--- config.mk ---
export PLATFORM = sky130hd
export DESIGN_NAME = yblock_cfg_sequencer_flat
export DESIGN_NICKNAME = d
export VERILOG_FILES = /design/src/rtl/yblock_cfg_sequencer_if.sv /design/src/rtl/yblock_cfg_sequencer.sv /design/src/flat_wrapper.sv
export SDC_FILE = /design/constraint.sdc
export NUM_CORES = 1
export LEC_CHECK = 0
export ABC_AREA = 1
export CORE_MARGIN = 2
export CORE_UTILIZATION = 28
export DETAILED_ROUTE_END_ITERATION = 10
export MAX_ROUTING_LAYER = met4
export PLACE_DENSITY = 0.58
export REMOVE_ABC_BUFFERS = 1
export SETUP_SLACK_MARGIN = 0.2
export SLEW_MARGIN = 20
export SYNTH_ARGS = -nofsm -noshare
export SYNTH_HDL_FRONTEND = slang
export SYNTH_SLANG_ARGS = --single-unit
--- constraint.sdc ---
create_clock -name wb_clk_i -period 7.74 [get_ports wb_clk_i]
set_clock_uncertainty 0.15 [all_clocks]
set_input_delay 1.548 -clock wb_clk_i [delete_from_list [all_inputs] [get_ports wb_clk_i]]
set_output_delay 1.548 -clock wb_clk_i [all_outputs]
set_load 0.02 [all_outputs]
--- src/rtl/yblock_cfg_sequencer_if.sv ---
// Configuration word stream between the LA/Wishbone glue and the yblock sequencer.
// The source drives valid/data; the sequencer answers with ready.
interface yblock_cfg_sequencer_if;
  logic        cfg_valid;
  logic        cfg_ready;
  logic [31:0] cfg_data;

  modport master (output cfg_valid, output cfg_data, input cfg_ready);
  modport slave  (input cfg_valid, input cfg_data, output cfg_ready);
endinterface

--- src/rtl/yblock_cfg_sequencer.sv ---
// Configuration sequencer for one 16x16 asynchronous yblock: clears the block, then
// drives each config word as a timed data/spacer pair; passes run_vin through when idle.
module yblock_cfg_sequencer #(
  parameter int WORDS      = 16,
  parameter int SETTLE     = 4,
  parameter int RST_CYCLES = 2
) (
  input  logic                  wb_clk_i,
  input  logic                  wb_rst_i,
  input  logic                  start,
  input  logic                  abort,
  yblock_cfg_sequencer_if.slave cfg,
  input  logic [31:0]           run_vin,
  output logic                  blk_reset,
  output logic                  blk_cfg,
  output logic [31:0]           blk_vin,
  output logic                  busy,
  output logic                  done,
  output logic [7:0]            word_cnt
);

  typedef enum logic [2:0] {
    S_IDLE, S_CLEAR, S_LOAD, S_DRIVE, S_SPACER, S_DONE
  } state_e;

  localparam logic [7:0] RST_LAST    = 8'(RST_CYCLES - 1);
  localparam logic [7:0] SETTLE_LAST = 8'(SETTLE - 1);
  localparam logic [8:0] WORDS_W     = 9'(WORDS);

  state_e      state_q, state_d;
  logic [7:0]  cnt_q, cnt_d;
  logic [7:0]  word_cnt_q, word_cnt_d;
  logic        blk_reset_q, blk_reset_d;
  logic [31:0] word_q;
  logic        load_word;
  logic [8:0]  cnt_next;

  always_comb begin
    // NOTE: every signal assigned here gets a default first, so no path can infer a latch.
    state_d    = state_q;
    cnt_d      = cnt_q;
    word_cnt_d = word_cnt_q;
    load_word  = 1'b0;
    cnt_next   = {1'b0, word_cnt_q} + 9'd1;

    unique case (state_q)
      S_IDLE: begin
        if (start) begin
          state_d    = S_CLEAR;
          cnt_d      = 8'd0;
          word_cnt_d = 8'd0;
        end
      end
      S_CLEAR: begin
        if (cnt_q == RST_LAST) begin
          state_d = S_LOAD;
          cnt_d   = 8'd0;
        end else begin
          cnt_d = cnt_q + 8'd1;
        end
      end
      S_LOAD: begin
        if (cfg.cfg_valid) begin
          load_word = 1'b1;
          state_d   = S_DRIVE;
          cnt_d     = 8'd0;
        end
      end
      S_DRIVE: begin
        if (cnt_q == SETTLE_LAST) begin
          state_d = S_SPACER;
          cnt_d   = 8'd0;
        end else begin
          cnt_d = cnt_q + 8'd1;
        end
      end
      S_SPACER: begin
        if (cnt_q == SETTLE_LAST) begin
          cnt_d      = 8'd0;
          word_cnt_d = cnt_next[7:0];
          state_d    = (cnt_next == WORDS_W) ? S_DONE : S_LOAD;
        end else begin
          cnt_d = cnt_q + 8'd1;
        end
      end
      S_DONE:  state_d = S_IDLE;
      default: state_d = S_IDLE;
    endcase

    // Abort overrides every transition above, including start and the frame-complete check.
    if (abort) begin
      state_d    = S_IDLE;
      word_cnt_d = word_cnt_q;
    end

    blk_reset_d = (state_d == S_CLEAR);
  end

  // NOTE: state flops use non-blocking assignments so all of them update from the same pre-edge values.
  always_ff @(posedge wb_clk_i or posedge wb_rst_i) begin
    if (wb_rst_i) begin
      state_q     <= S_IDLE;
      cnt_q       <= 8'd0;
      word_cnt_q  <= 8'd0;
      blk_reset_q <= 1'b1;
    end else begin
      state_q     <= state_d;
      cnt_q       <= cnt_d;
      word_cnt_q  <= word_cnt_d;
      blk_reset_q <= blk_reset_d;
    end
  end

  // NOTE: the latched word is pure datapath, only visible in DRIVE after a load, so it carries no reset.
  always_ff @(posedge wb_clk_i) begin
    if (load_word) word_q <= cfg.cfg_data;
  end

  always_comb begin
    blk_vin = 32'd0;
    if (state_q == S_IDLE)       blk_vin = run_vin;
    else if (state_q == S_DRIVE) blk_vin = word_q;
  end

  assign cfg.cfg_ready = (state_q == S_LOAD);
  assign blk_cfg       = (state_q == S_CLEAR) || (state_q == S_LOAD) ||
                         (state_q == S_DRIVE) || (state_q == S_SPACER);
  assign blk_reset     = blk_reset_q;
  assign busy          = (state_q != S_IDLE);
  assign done          = (state_q == S_DONE);
  assign word_cnt      = word_cnt_q;

endmodule

--- src/flat_wrapper.sv ---
// flat-port wrapper written by rule: the top's interface ports become plain ports
module yblock_cfg_sequencer_flat 
#(
  parameter int WORDS      = 16,
  parameter int SETTLE     = 4,
  parameter int RST_CYCLES = 2
)
  (wb_clk_i, wb_rst_i, start, abort, run_vin, blk_reset, blk_cfg, blk_vin, busy, done, word_cnt, cfg_cfg_valid, cfg_cfg_data, cfg_cfg_ready);
  yblock_cfg_sequencer_if cfg_i ();
  input  logic wb_clk_i;
  input  logic wb_rst_i;
  input  logic start;
  input  logic abort;
  input  logic [31:0] run_vin;
  output logic blk_reset;
  output logic blk_cfg;
  output logic [31:0] blk_vin;
  output logic busy;
  output logic done;
  output logic [7:0] word_cnt;
  input wire logic [$bits(cfg_i.cfg_valid)-1:0] cfg_cfg_valid;
  input wire logic [$bits(cfg_i.cfg_data)-1:0] cfg_cfg_data;
  output wire logic [$bits(cfg_i.cfg_ready)-1:0] cfg_cfg_ready;
  assign cfg_i.cfg_valid = cfg_cfg_valid;
  assign cfg_i.cfg_data = cfg_cfg_data;
  assign cfg_cfg_ready = cfg_i.cfg_ready;
  yblock_cfg_sequencer #(.WORDS(WORDS), .SETTLE(SETTLE), .RST_CYCLES(RST_CYCLES)) u_core (.wb_clk_i(wb_clk_i), .wb_rst_i(wb_rst_i), .start(start), .abort(abort), .cfg(cfg_i), .run_vin(run_vin), .blk_reset(blk_reset), .blk_cfg(blk_cfg), .blk_vin(blk_vin), .busy(busy), .done(done), .word_cnt(word_cnt));
endmodule
==> results of run 1 <==
-- worst paths after layout --
check	slack [ns]	endpoint	depth (start not counted)	startpoint
hold / removal	0.40	u_core.cnt_q[0]	1	u_core.cnt_q[0]
setup / recovery	3.09	blk_cfg	6	u_core.state_q[1]
setup reg to reg	4.94	u_core.blk_reset	7	u_core.state_q[2]
hold reg to reg	0.40	u_core.cnt_q[0]	1	u_core.cnt_q[0]
max in group asynchronous	5.42	u_core.state_q[1]	2	wb_rst_i
min in group asynchronous	1.53	u_core.word_cnt[7]	2	wb_rst_i
-- cell usage in the layout, fill, tap and decap left out, drive strengths merged, types with 5 or more instances in the layout --
| master | netlist | routed |
|---|---|---|
| nand2 | 27 | 27 |
| o21ai | 13 | 13 |
| clkbuf | 5 | 5 |
| nor3 | 9 | 9 |
| nor2 | 29 | 29 |
| a21oi | 5 | 5 |
| dfrtp | 19 | 19 |
| clkdlybuf4s50 | 0 | 113 |
| nand3 | 21 | 21 |
| edfxtp | 32 | 32 |
| a32o | 32 | 32 |
| inv | 34 | 35 |
-- sequential cells by signal (all words and copies together), names as in the netlist --
register / flops
u_core.blk_reset: 1
u_core.word_cnt: 8
u_core.word_q: 32
u_core.state_q: 3
u_core.cnt_q: 8
-- layer usage --
metal / track usage, % / up-vias
met4: 3.74 / 0
met2: 23.5 / 104
met1: 18.4 / 1119
li1: - / 1124
met5: - / -
met3: 3.66 / 9
-- cell families after synthesis --
group,count (synthesis),share of synthesized area (%)
fa+ha+maj,3,1.41
simple gates,90,16.9
flops,52,55.1
compound gates,56,18.3
xor+xnor,3,0.990
buf+inv,46,7.35
-- cell type report --
cell class,count,area (sq um),area share (%)
sequential,52,1460,36.4
tap,129,161,4.02
clock buffer,5,68.8,1.71
clock inverter,3,46.3,1.15
inverter,34,128,3.18
timing repair buffer,114,1140,28.3
multi-input combinational,152,1010,25.2
-- power by group through the flow --
stage               clock, mW  combinational (mW)  sequential (mW)
finish                  0.195               0.357            0.325
global route            0.214               0.384            0.328
CTS                     0.203               0.361            0.326
detailed placement          0               0.360            0.331
global placement            0               0.358            0.331
floorplan                   0               0.194            0.332
-- stage by stage --
step                      hold WS [ns]  worst slack, ns
after CTS                        0.410             3.03
after global routing             0.437             2.83
after floorplan                  0.350             4.08
after global placement           0.377             3.24
after detailed placement         0.389             3.23
final                            0.398             3.09
==> key figures, run 1 <==
Power
  – Int Power: 582 uW
  – Sw frac: 33.6%
  – Psw: 294 uW
  – Combinational share of power: 40.7%
  – Tot Pwr: 877 uW
  – Flop pwr share: 37.1%
  – Pwr/cell area: 218 nW/um^2
  – VDD IR-drop max: 97.2 uV
  – Pleak: 1.48 nW
  – Clock power frac: 22.2%

Yosys
  – Average cell area after synthesis: 10.6 sq um
  – Synth top area cells: edfxtp_1, dfrtp_1, a32o_1, nand2_1, inv_1
  – Synth Flop Type: edfxtp_1
  – Share of the synthesized area in the top cell type: 36.2%
  – Sequential area share after synthesis: 55.1%
  – Post-synth top cells: a32o_1, edfxtp_1, nand2_1
  – Ys async rst share: 38.5%
  – Post-Syn Area: 2660 sq um
  – Post-synth top area cell: edfxtp_1
  – Number of flops mapped to enable cells by yosys: 32
  – YS warnings: 0
  – Mapped Cells: 250
  – Yosys reg bits: 52
  – Post-synthesis cell type count: 33

Routing
  – Met2 Routed Length: 3300 um
  – Residual DRC: 0
  – Routed len/inst: 15.0 um
  – Routed Antenna Nets: 0
  – Vias per Instance: 4.82
  – DR vias: 2,356
  – Metal-1 WL: 3310 um
  – WL met3: 645 um
  – Highest metal used: met4
  – Final WL: 7350 um
  – 1st-iter DRT viols: 140
  – Drt first pass iters: 4

Setup path
  – Startpoint Class: flop
  – CP top delay family: simple AND/OR/NAND/NOR gates
  – CP max stage cell: nor2_4
  – Arr. time, crit path: 2.95 ns
  – Crit-path max FO: 37
  – Cell Chain, Critical Path: nor2_4, inv_2, nor2_2, nor2_1, nand3_1, clkdlybuf4s50_1
  – Setup CP Type: reg2out
  – CP max stage delay: 0.77 ns
  – Crit end category: output pin
  – Critical Path RT: 6.04 ns
  – CP Buf/Inv Count: 2

Global routing
  – First-pass GRT wire length: 11,500 um
  – GRT Total Usage: 14.6%
  – Antenna violations before repair: 0
  – Vias in the first global route: 2,277
  – Global route total overflow: 0
  – Largest net degree at the start of global routing: 39

Clock network
  – Clk slew on worst S/H paths: 0.10 ns
  – Clock Sink Count: 52
  – Clock Tree Root: clkbuf_8
  – CTS Buf Count: 5
  – # resized after CTS: 0
  – Worst skew pair latency: 0.31 ns
  – Hold Buf Count CTS: 0
  – Bufs on Longest Clock Path: 2
  – Post-CTS setup buffer count: 0
  – CTS tree: done
  – CTS HTree Levels: 2

Cells and area
  – Fill cells: 881
  – Area delta synth->final: 51.3%
  – Ant. Diodes: 0
  – Final nets: 431
  – Design Area, Final: 4020 sq um
  – Fraction of layout cells with a size suffix above 1: 9.44%
  – Utilization after layout: 43.5%
  – Post-route non-filler standard cell count: 489

Die
  – Initial Util: 28.7%
  – IO Pins: 114
  – Full die area: 10,300 sq um
  – Core area: 9240 sq um
  – Die H: 101 um
  – Chip Width: 101 um
  – Rows: 35

Timing
  – RSZ-0062 raised after global routing: false
  – Final Hold Viols: 0
  – FMAX: 215 MHz
  – Worst slew pin tran: 0.953 ns
  – Fin crit period: 4.65 ns
  – Final Cycle Share: 60.1%
  – TNS Setup: 0 ns
  – # setup viols final: 0
  – Max-slew violations: 0
  – Rel. slew slack: 36.3%

Placement
  – Hpwl dp: 5230 um
  – Placed instance area: 3900 sq um
  – GPL Wtd Cong: 0.867
  – I/O Buffers: 113
  – # placed instances: 481

Job
  – Max Cap Viol: 0

Outcome
  – Status: finished, final reports clean

Min path
  – Hold Crit Class: reg2reg
Power figures use the tool's default switching activity.
==> run 2: changes to the inputs <==
- PLACE_DENSITY: 0.58 -> 0.6
- clock period: 7.74 -> 4 ns (I/O delays scaled with it)
==> run 2 against run 1 <==
Worst hold slack got worse by 0.0075 ns. Sequential cell count unchanged. Largest cell class unchanged. Die area unchanged. Register-to-register slack got worse by 3.5 ns. Clock power increased by 55%. Sequential power increased by 94%. Critical endpoint unchanged. Final cell count increased by 0.61%.
==> key figures, run 2 (synthesis gave the netlist of run 1 again) <==
Power
  – Pwr/cell area: 405 nW/um^2 (was 218 nW/um^2)
  – VDD IR-drop max: 171 uV (was 97.2 uV)
  – Pleak: 1.48 nW (about the same)

Placement
  – Placed instance area: 3920 sq um (was 3900 sq um)
  – GPL Wtd Cong: 0.771 (was 0.867)
  – Hpwl dp: 5250 um (was 5230 um)
  – I/O Buffers: 113 (unchanged)

Clock network
  – Clock Tree Root: clkbuf_8 (unchanged)
  – # resized after CTS: 0 (unchanged)
  – Post-CTS setup buffer count: 0 (unchanged)
  – CTS tree: done (unchanged)
  – Clock Sink Count: 52 (unchanged)
  – Worst skew pair latency: 0.30 ns (was 0.31 ns)
  – Hold Buf Count CTS: 0 (unchanged)
  – CTS HTree Levels: 2 (unchanged)
  – Bufs on Longest Clock Path: 2 (unchanged)
  – Clk slew on worst S/H paths: 0.10 ns (about the same)
  – CTS Buf Count: 5 (unchanged)

Die
  – Chip Width: 101 um (unchanged)
  – IO Pins: 114 (unchanged)
  – Rows: 35 (unchanged)
  – Full die area: 10,300 sq um (unchanged)
  – Core area: 9240 sq um (unchanged)
  – Initial Util: 28.7% (unchanged)
  – Die H: 101 um (unchanged)

Timing
  – # setup viols final: 0 (unchanged)
  – Fin crit period: 3.47 ns
  – TNS Setup: 0 ns (unchanged)
  – Worst slew pin tran: 0.769 ns (was 0.953 ns)
  – RSZ-0062 raised after global routing: false (unchanged)
  – Final Hold Viols: 0 (unchanged)
  – Max-slew violations: 0 (unchanged)
  – Rel. slew slack: 48.6% (was 36.3%)
  – Final Cycle Share: 86.8%
  – FMAX: 288 MHz

Cells and area
  – Biggest register: u_core.word_q (unchanged)
  – Fraction of layout cells with a size suffix above 1: 9.92% (was 9.44%)
  – Fill cells: 847 (was 881)
  – Max reg flops: 32 (unchanged)
  – Ant. Diodes: 0 (unchanged)
  – Most frequent cells in the layout: clkdlybuf4s50_1, a32o_1, edfxtp_1, nand2_1, inv_1 (unchanged)
  – Commonest non-fill, non-tap cell in the layout: clkdlybuf4s50_1 (unchanged)
  – Design Area, Final: 4010 sq um (was 4020 sq um)
  – Area delta synth->final: 51.1% (was 51.3%)
  – Final nets: 434 (was 431)

Routing
  – Residual DRC: 0 (unchanged)
  – Met2 Routed Length: 3220 um (was 3300 um)
  – Vias per Instance: 4.80 (was 4.82)
  – WL met3: 644 um (was 645 um)
  – Highest metal used: met4 (unchanged)
  – 1st-iter DRT viols: 86 (was 140)
  – Routed len/inst: 14.6 um (was 15.0 um)
  – Drt first pass iters: 6 (was 4)
  – Routed Antenna Nets: 0 (unchanged)
  – DR vias: 2,363 (was 2,356)
  – Metal-1 WL: 3270 um (was 3310 um)
  – Final WL: 7160 um (was 7350 um)

Outcome
  – Status: finished, final reports clean (unchanged)

Setup path
  – Critical Path RT: 3.05 ns (was 6.04 ns)
  – Worst reg2reg path depth: 4 (was 7)
  – Arr. time, crit path: 2.52 ns (was 2.95 ns)
  – Reg2Reg Setup Slack: 1.41 ns (was 4.94 ns)
  – Crit-path max FO: 38 (was 37)
  – Setup CP Type: reg2out (unchanged)
  – CP startpoint: u_core.state_q[2] (was u_core.state_q[1])
  – Reg2reg end: u_core.word_q[28] (was u_core.blk_reset)
  – Reg2reg start: u_core.state_q[2] (unchanged)
  – Crit path to: blk_cfg (unchanged)
  – Crit end category: output pin (unchanged)
  – Startpoint Class: flop (unchanged)

Global routing
  – Antenna violations before repair: 0 (unchanged)
  – GRT Total Usage: 14.1% (was 14.6%)
  – Vias in the first global route: 2,156 (was 2,277)
  – First-pass GRT wire length: 11,000 um (was 11,500 um)
  – Largest net degree at the start of global routing: 39 (unchanged)
  – Global route total overflow: 0 (unchanged)

Min path
  – Hold Crit Class: reg2reg (unchanged)
  – Depth of the worst hold-timing path: 1 (unchanged)

Job
  – Max Cap Viol: 0 (unchanged)
-- run 2: layout make-up --
class	instances	area [sq um]	share of cell area, %
inverters	34	128	3.18
clock inverters	2	16.3	0.405
well taps	129	161	4.02
multi-input cells	152	1010	25.2
flip-flops and latches	52	1460	36.5
clock buffers	6	72.6	1.81
repair buffers	117	1160	28.9
-- run 2: critical path: stages, from the launching register on --
cell and delay [ns]:
dfrtp_1 0.49, inv_2 0.33, nor2_2 0.50, nor2_1 0.14, nand3_1 0.13, clkdlybuf4s50_1 0.62
-- run 2: power by group --
group / total [mW] / internal, mW / switching, mW / leakage, nW
sequential: 0.629 / 0.608 / 0.0210 / 0.562
clock: 0.302 / 0.125 / 0.178 / 0.0414
combinational: 0.693 / 0.335 / 0.358 / 0.875
-- run 2: routing by layer --
| layer | global-route usage (%) | vias up |
|---|---|---|
| li1 | - | 1134 |
| met1 | 18.3 | 1123 |
| met2 | 22.3 | 102 |
| met3 | 4.07 | 4 |
| met4 | 2.49 | 0 |
| met5 | - | - |
-- run 2: worst min path at each step --
| stage | start | end | slack [ns] |
|---|---|---|---|
| after floorplan | u_core.cnt_q[0] | u_core.cnt_q[0] | 0.35 |
| after global placement | u_core.cnt_q[0] | u_core.cnt_q[0] | 0.38 |
| after detailed placement | u_core.cnt_q[0] | u_core.cnt_q[0] | 0.38 |
| after CTS | u_core.cnt_q[0] | u_core.cnt_q[0] | 0.40 |
| after global routing | u_core.cnt_q[0] | u_core.cnt_q[0] | 0.43 |
| final | u_core.cnt_q[0] | u_core.cnt_q[0] | 0.39 |
-- run 2: through the flow --
stage,power [mW],std cells,utilization [%],setup slack (ns),hold slack (ns)
2_1_floorplan,1.02,238,-,0.945,0.350
3_3_place_gp,1.34,484,42.5,0.896,0.377
3_5_place_dp,1.34,484,42.5,0.871,0.382
4_1_cts,1.64,492,43.4,0.521,0.400
5_1_grt,1.72,492,43.4,0.322,0.431
6_report,1.62,492,43.4,0.528,0.391
